==> src/rtl/ir_encoder.sv <==
// NEC infrared frame encoder: leader, 32 LSB-first pulse-distance bits, stop mark
// and guard gap, with a registered carrier-modulated LED drive.
module ir_encoder #(
    parameter int unsigned clk_hz     = 25000000,
    parameter int unsigned carrier_hz = 38000,
    parameter int unsigned gap_units  = 72
) (
    input  logic        clk,
    input  logic        rst,
    input  logic        enable,
    input  logic        valid,
    input  logic [31:0] command,
    output logic        ready,
    output logic        done,
    output logic        envelope,
    output logic        ir_out
);

    localparam int unsigned UNIT_CYCLES  = 32'((64'(clk_hz) * 64'd5625) / 64'd10000000);
    localparam int unsigned CARRIER_HALF = clk_hz / (2 * carrier_hz);
    localparam int unsigned MAX_UNITS    = (gap_units > 16) ? gap_units : 16;
    localparam int unsigned CNT_W        = $clog2(MAX_UNITS * UNIT_CYCLES);
    localparam int unsigned CAR_W        = (CARRIER_HALF > 1) ? $clog2(CARRIER_HALF) : 1;

    typedef enum logic [2:0] {
        S_IDLE,
        S_LEAD_MARK,
        S_LEAD_SPACE,
        S_BIT_MARK,
        S_BIT_SPACE,
        S_STOP_MARK,
        S_GAP
    } state_t;

    state_t             r_state;
    logic [CNT_W-1:0]   r_cnt;
    logic [4:0]         r_idx;
    logic [31:0]        r_cmd;
    logic               r_live;
    logic               r_done;
    logic               r_env;
    logic [CAR_W-1:0]   r_car_cnt;
    logic               r_car_ph;
    logic               r_ir;

    logic w_end;
    logic w_abort;
    logic w_accept;
    logic w_enter_mark;
    logic w_leave_mark;

    // The counter holds the remaining cycles of the current state minus one.
    function automatic logic [CNT_W-1:0] span(input int unsigned units);
        return CNT_W'(units * UNIT_CYCLES - 1);
    endfunction

    assign ready        = (r_state == S_IDLE) && enable && r_live;
    assign w_accept     = valid && ready;
    assign w_end        = (r_cnt == '0);
    assign w_abort      = !enable && (r_state inside {S_LEAD_MARK, S_LEAD_SPACE, S_BIT_MARK,
                                                      S_BIT_SPACE, S_STOP_MARK});
    assign w_enter_mark = !w_abort && (w_accept ||
                          (w_end && (r_state == S_LEAD_SPACE || r_state == S_BIT_SPACE)));
    assign w_leave_mark = w_abort || (w_end && r_env);

    always_ff @(posedge clk) begin
        if (rst) begin
            r_state   <= S_IDLE;
            r_cnt     <= '0;
            r_idx     <= '0;
            r_cmd     <= '0;
            r_live    <= 1'b0;
            r_done    <= 1'b0;
            r_env     <= 1'b0;
            r_car_cnt <= '0;
            r_car_ph  <= 1'b0;
            r_ir      <= 1'b0;
        end else begin
            r_live <= 1'b1;
            r_done <= 1'b0;
            if (w_abort) begin
                r_state <= S_GAP;
                r_cnt   <= span(gap_units);
                r_env   <= 1'b0;
            end else begin
                case (r_state)
                    S_IDLE: begin
                        if (w_accept) begin
                            r_cmd   <= command;
                            r_idx   <= '0;
                            r_state <= S_LEAD_MARK;
                            r_cnt   <= span(16);
                            r_env   <= 1'b1;
                        end
                    end
                    S_LEAD_MARK: begin
                        if (w_end) begin
                            r_state <= S_LEAD_SPACE;
                            r_cnt   <= span(8);
                            r_env   <= 1'b0;
                        end else r_cnt <= r_cnt - 1'b1;
                    end
                    S_LEAD_SPACE: begin
                        if (w_end) begin
                            r_state <= S_BIT_MARK;
                            r_cnt   <= span(1);
                            r_env   <= 1'b1;
                        end else r_cnt <= r_cnt - 1'b1;
                    end
                    S_BIT_MARK: begin
                        if (w_end) begin
                            r_state <= S_BIT_SPACE;
                            r_cnt   <= r_cmd[r_idx] ? span(3) : span(1);
                            r_env   <= 1'b0;
                        end else r_cnt <= r_cnt - 1'b1;
                    end
                    S_BIT_SPACE: begin
                        if (w_end && r_idx == 5'd31) begin
                            r_state <= S_STOP_MARK;
                            r_cnt   <= span(1);
                            r_env   <= 1'b1;
                            r_done  <= (span(1) == '0);
                        end else if (w_end) begin
                            r_idx   <= r_idx + 1'b1;
                            r_state <= S_BIT_MARK;
                            r_cnt   <= span(1);
                            r_env   <= 1'b1;
                        end else r_cnt <= r_cnt - 1'b1;
                    end
                    S_STOP_MARK: begin
                        if (w_end) begin
                            r_state <= S_GAP;
                            r_cnt   <= span(gap_units);
                            r_env   <= 1'b0;
                        end else begin
                            r_cnt  <= r_cnt - 1'b1;
                            r_done <= (r_cnt == CNT_W'(1));
                        end
                    end
                    S_GAP: begin
                        if (w_end) r_state <= S_IDLE;
                        else       r_cnt   <= r_cnt - 1'b1;
                    end
                    default: r_state <= S_IDLE;
                endcase
            end

            // NOTE: the carrier looks at next-cycle mark entry/exit so ir_out stays a flop yet lines up with envelope.
            if (w_enter_mark) begin
                r_car_cnt <= '0;
                r_car_ph  <= 1'b1;
                r_ir      <= 1'b1;
            end else if (r_env && !w_leave_mark) begin
                if (r_car_cnt == CAR_W'(CARRIER_HALF - 1)) begin
                    r_car_cnt <= '0;
                    r_car_ph  <= ~r_car_ph;
                    r_ir      <= ~r_car_ph;
                end else begin
                    r_car_cnt <= r_car_cnt + 1'b1;
                    r_ir      <= r_car_ph;
                end
            end else begin
                r_car_cnt <= '0;
                r_car_ph  <= 1'b0;
                r_ir      <= 1'b0;
            end
        end
    end

    assign done     = r_done;
    assign envelope = r_env;
    assign ir_out   = r_ir;

endmodule

==> config.mk <==
export PLATFORM = sky130hd
export DESIGN_NAME = ir_encoder
export DESIGN_NICKNAME = d
export VERILOG_FILES = /design/src/rtl/ir_encoder.sv
export SDC_FILE = /design/constraint.sdc
export NUM_CORES = 1
export LEC_CHECK = 0
export CAP_MARGIN = 10
export CORE_MARGIN = 4
export CORE_UTILIZATION = 35
export CTS_BUF_LIST = sky130_fd_sc_hd__clkbuf_8 sky130_fd_sc_hd__clkbuf_16
export DETAILED_ROUTE_END_ITERATION = 7
export SKIP_LAST_GASP = 1
export SLEW_MARGIN = 5
export SYNTH_ARGS = -nofsm -noshare
export SYNTH_HDL_FRONTEND = slang
export SYNTH_SLANG_ARGS = --single-unit
==> constraint.sdc <==
create_clock -name clk -period 3.01 [get_ports clk]
set_clock_uncertainty 0.1 [all_clocks]
set_input_delay 0.4515 -clock clk [delete_from_list [all_inputs] [get_ports clk]]
set_output_delay 0.4515 -clock clk [all_outputs]
set_load 0.05 [all_outputs]
==> impl_metrics.ini <==
[worst_setup_path]
cp-start-kind = register
worst-r2r-cell-count = 6
arrival_ns = 2.78
crit-reg2reg-launch = r_cnt[6]
worstPathMaxFanout = 19
cp-end-kind = register
cp-startpoint = r_cnt[6]
reg2reg_to = r_cnt[1]
critical_path_class = register to register
r2r_slack_ns = 0.36
endpoint = r_cnt[1]
cp.required_ns = 3.14

[sta]
setup_viol = 0
slew_headroom = 0.5415
fmax_mhz = 377.1
finalCritPeriodShare = 0.8811
worst_slew_pin_slew_ns = 0.6869
slew_violations = 0
tns_ns = 0
period_needed_ns = 2.652
whs_ns = 0.3516
hold_viol_final = 0
rsz0062_at_grt = no

[clock_network]
cts_buffer_depth = 2
hold_buffers = 0
cts_buffers = 9
numClockSinks = 73
cts_resized = 0
cts_tree = built
cts_setup_buffers = 0
clock-root-buffer = clkbuf_16
clk_latency_ns = 0.34
path_clk_slew_ns = 0.06
htreeDepth = 3

[finish]
fillers = 1160
num_antenna_cells = 0
fin_area_sq_um = 5044
final_nets = 596
final_util = 0.4380
syn_to_final_growth_pct = 21.56
drive_gt1_frac = 0.1179

[synth]
synth_top_family_by_area = simple AND/OR/NAND/NOR gates
synth_mux_area_frac = 0.06393
yosys.area.top_type_share = 0.3522
seq_area_frac_synth = 0.3522
synth-xor-area-share = 0.03166
synth_area_leader_cell = dfxtp_1
synth-edff-count = 0
synth-compound-area-share = 0.2192
yosys_most_used_dff = dfxtp_1
yosys_warnings = 0
synth-simple-area-share = 0.2702
async_flop_share = 0
synth_cells = 522
synth_top_cells_by_area = dfxtp_1, nand2_1, a21oi_1
ys_seq_elements = 73
syn-num-nets = 563
netlist-cell-type-count = 74
synth_area_sq_um = 4149
synth.avg_cell_area_sq_um = 7.948
synth_fa_ha_area_frac = 0.01508

[global_route]
grt_pass1_vias = 3891
grt_pass1_wl_um = 19060
track_usage = 0.1722
overflow = 0
grt_max_degree = 40
antenna_found_initial = 0

[routing]
drc_errors = 0
avgViaCountPerCell = 5.617
drt_pass1_iterations = 5
drtAntennaViolNets = 0
routedWlPerCell_um = 15.97
initialDrtViolationCount = 304
vias = 3949
detail_route.wirelength_um = 11230

[placement]
gp_congestion = 0.9937
hpwl_um = 7990
dpl_cell_area_sq_um = 4715
port_buffers = 39

[hold_path]
hp-class = register to register

[run]
max_cap_violations = 0

[floorplanning]
die-area_sq_um = 13660
start_util = 0.3603
ios = 40
die_width_um = 116.9
die_height_um = 116.9
core_area_sq_um = 11520
num_rows = 39

[run_status]
status = completed

[power_and_ir_drop]
ir_drop_v = 0.0002760
power_leakage_nw = 1.690
p_per_area_nw_per_um2 = 694.8
==> cell usage after synthesis (5+ instances only) <==
library cell and n:
o31ai_1 6, o21ai_1 10, nor2_1 37, mux4_2 5, and3_1 9, nor3_1 18, xor2_1 6, buf_2 5
a31oi_1 7, o21ai_0 7, mux2i_1 13, nor4_1 6, nand4_1 10, clkbuf_1 26, a21oi_1 60, ha_1 5
xnor2_1 9, dfxtp_1 73, inv_1 11, nand2_1 96, nand3_1 17, a211oi_1 6
==> per-layer routing <==
metal,track usage,share of wire
met2,0.2586,0.45
met5,0,0
met3,0.03907,0.062
met4,0.08257,0.030
met1,0.2339,0.45
==> placed cells by master, fill, tap and decap left out, drive strengths merged, types with 4 or more instances in the layout <==
cell type	Yosys	final
nand3	19	19
nor3	20	20
buf	9	20
and3	9	9
o31ai	6	6
nor4	9	9
a31oi	8	8
mux2i	13	13
a211oi	9	9
nor2	37	37
clkdlybuf4s50	0	37
dfxtp	73	73
xnor2	9	9
a21oi	63	63
xor2	6	6
o21ai	18	18
mux4	5	5
nand4	12	12
clkbuf	26	10
o211ai	4	4
ha	5	5
inv	12	13
nand2	97	97
and2	5	5
==> how the worst min path moves through the flow <==
stage	start	end	slack, ns	cells past startpoint
floorplan	r_car_cnt[0]	r_car_cnt[0]	0.32	1
global placement	r_car_cnt[0]	r_car_cnt[0]	0.33	1
detailed placement	r_car_cnt[0]	r_car_cnt[0]	0.35	1
CTS	r_cmd[18]	r_cmd[18]	0.35	2
global route	r_cmd[20]	r_cmd[20]	0.38	2
finish	r_cmd[12]	r_cmd[12]	0.35	2
==> state kept, by name, summed over array words and instances (netlist names) <==
name and count:
r_cnt 20, r_live 1, envelope 1, r_state 3, r_cmd 32, ir_out 1, r_car_cnt 9, r_idx 5
done 1
==> critical path, stage by stage, from the launching register on <==
cell and delay (ns):
dfxtp_1 0.40, or4_4 0.58, nor4_4 0.47, nand3_4 0.36
mux2_2 0.38, o21ai_1 0.16, a211oi_2 0.08
==> where the power goes <==
group	internal [mW]	switching [mW]
Clock	0.751	0.431
Combinational	0.423	0.702
Sequential	1.06	0.139
==> layout make-up <==
class,instances,area (sq um),area share
sequential,73,1461,0.2898
inverter,12,45.04,0.008931
multi-input combinational,402,2499,0.4954
clock buffer,10,239.0,0.04738
tap,143,178.9,0.03548
timing repair buffer,57,530.5,0.1052
clock inverter,6,90.09,0.01786
==> per-stage QoR <==
stage	setup WS (ns)	power, mW	instances
floorplan	0.7614	1.984	522
global placement	0.4546	2.312	687
detailed placement	0.4240	2.311	687
CTS	0.4082	3.502	703
global route	0.2552	3.687	703
finish	0.3580	3.504	703
==> cells by family (layout without fill, tap and decap cells) <==
group                      Yosys count  count (layout)
adders and majority gates            5               5
AOI/OAI and AO/OA                  139             139
buffers and inverters               47              85
muxes                               20              20
DFF                                 73              73
and+or+nand+nor                    223             223
xor gates and xnor gates            15              15
Note: power is estimated with default switching activity, not from simulation.
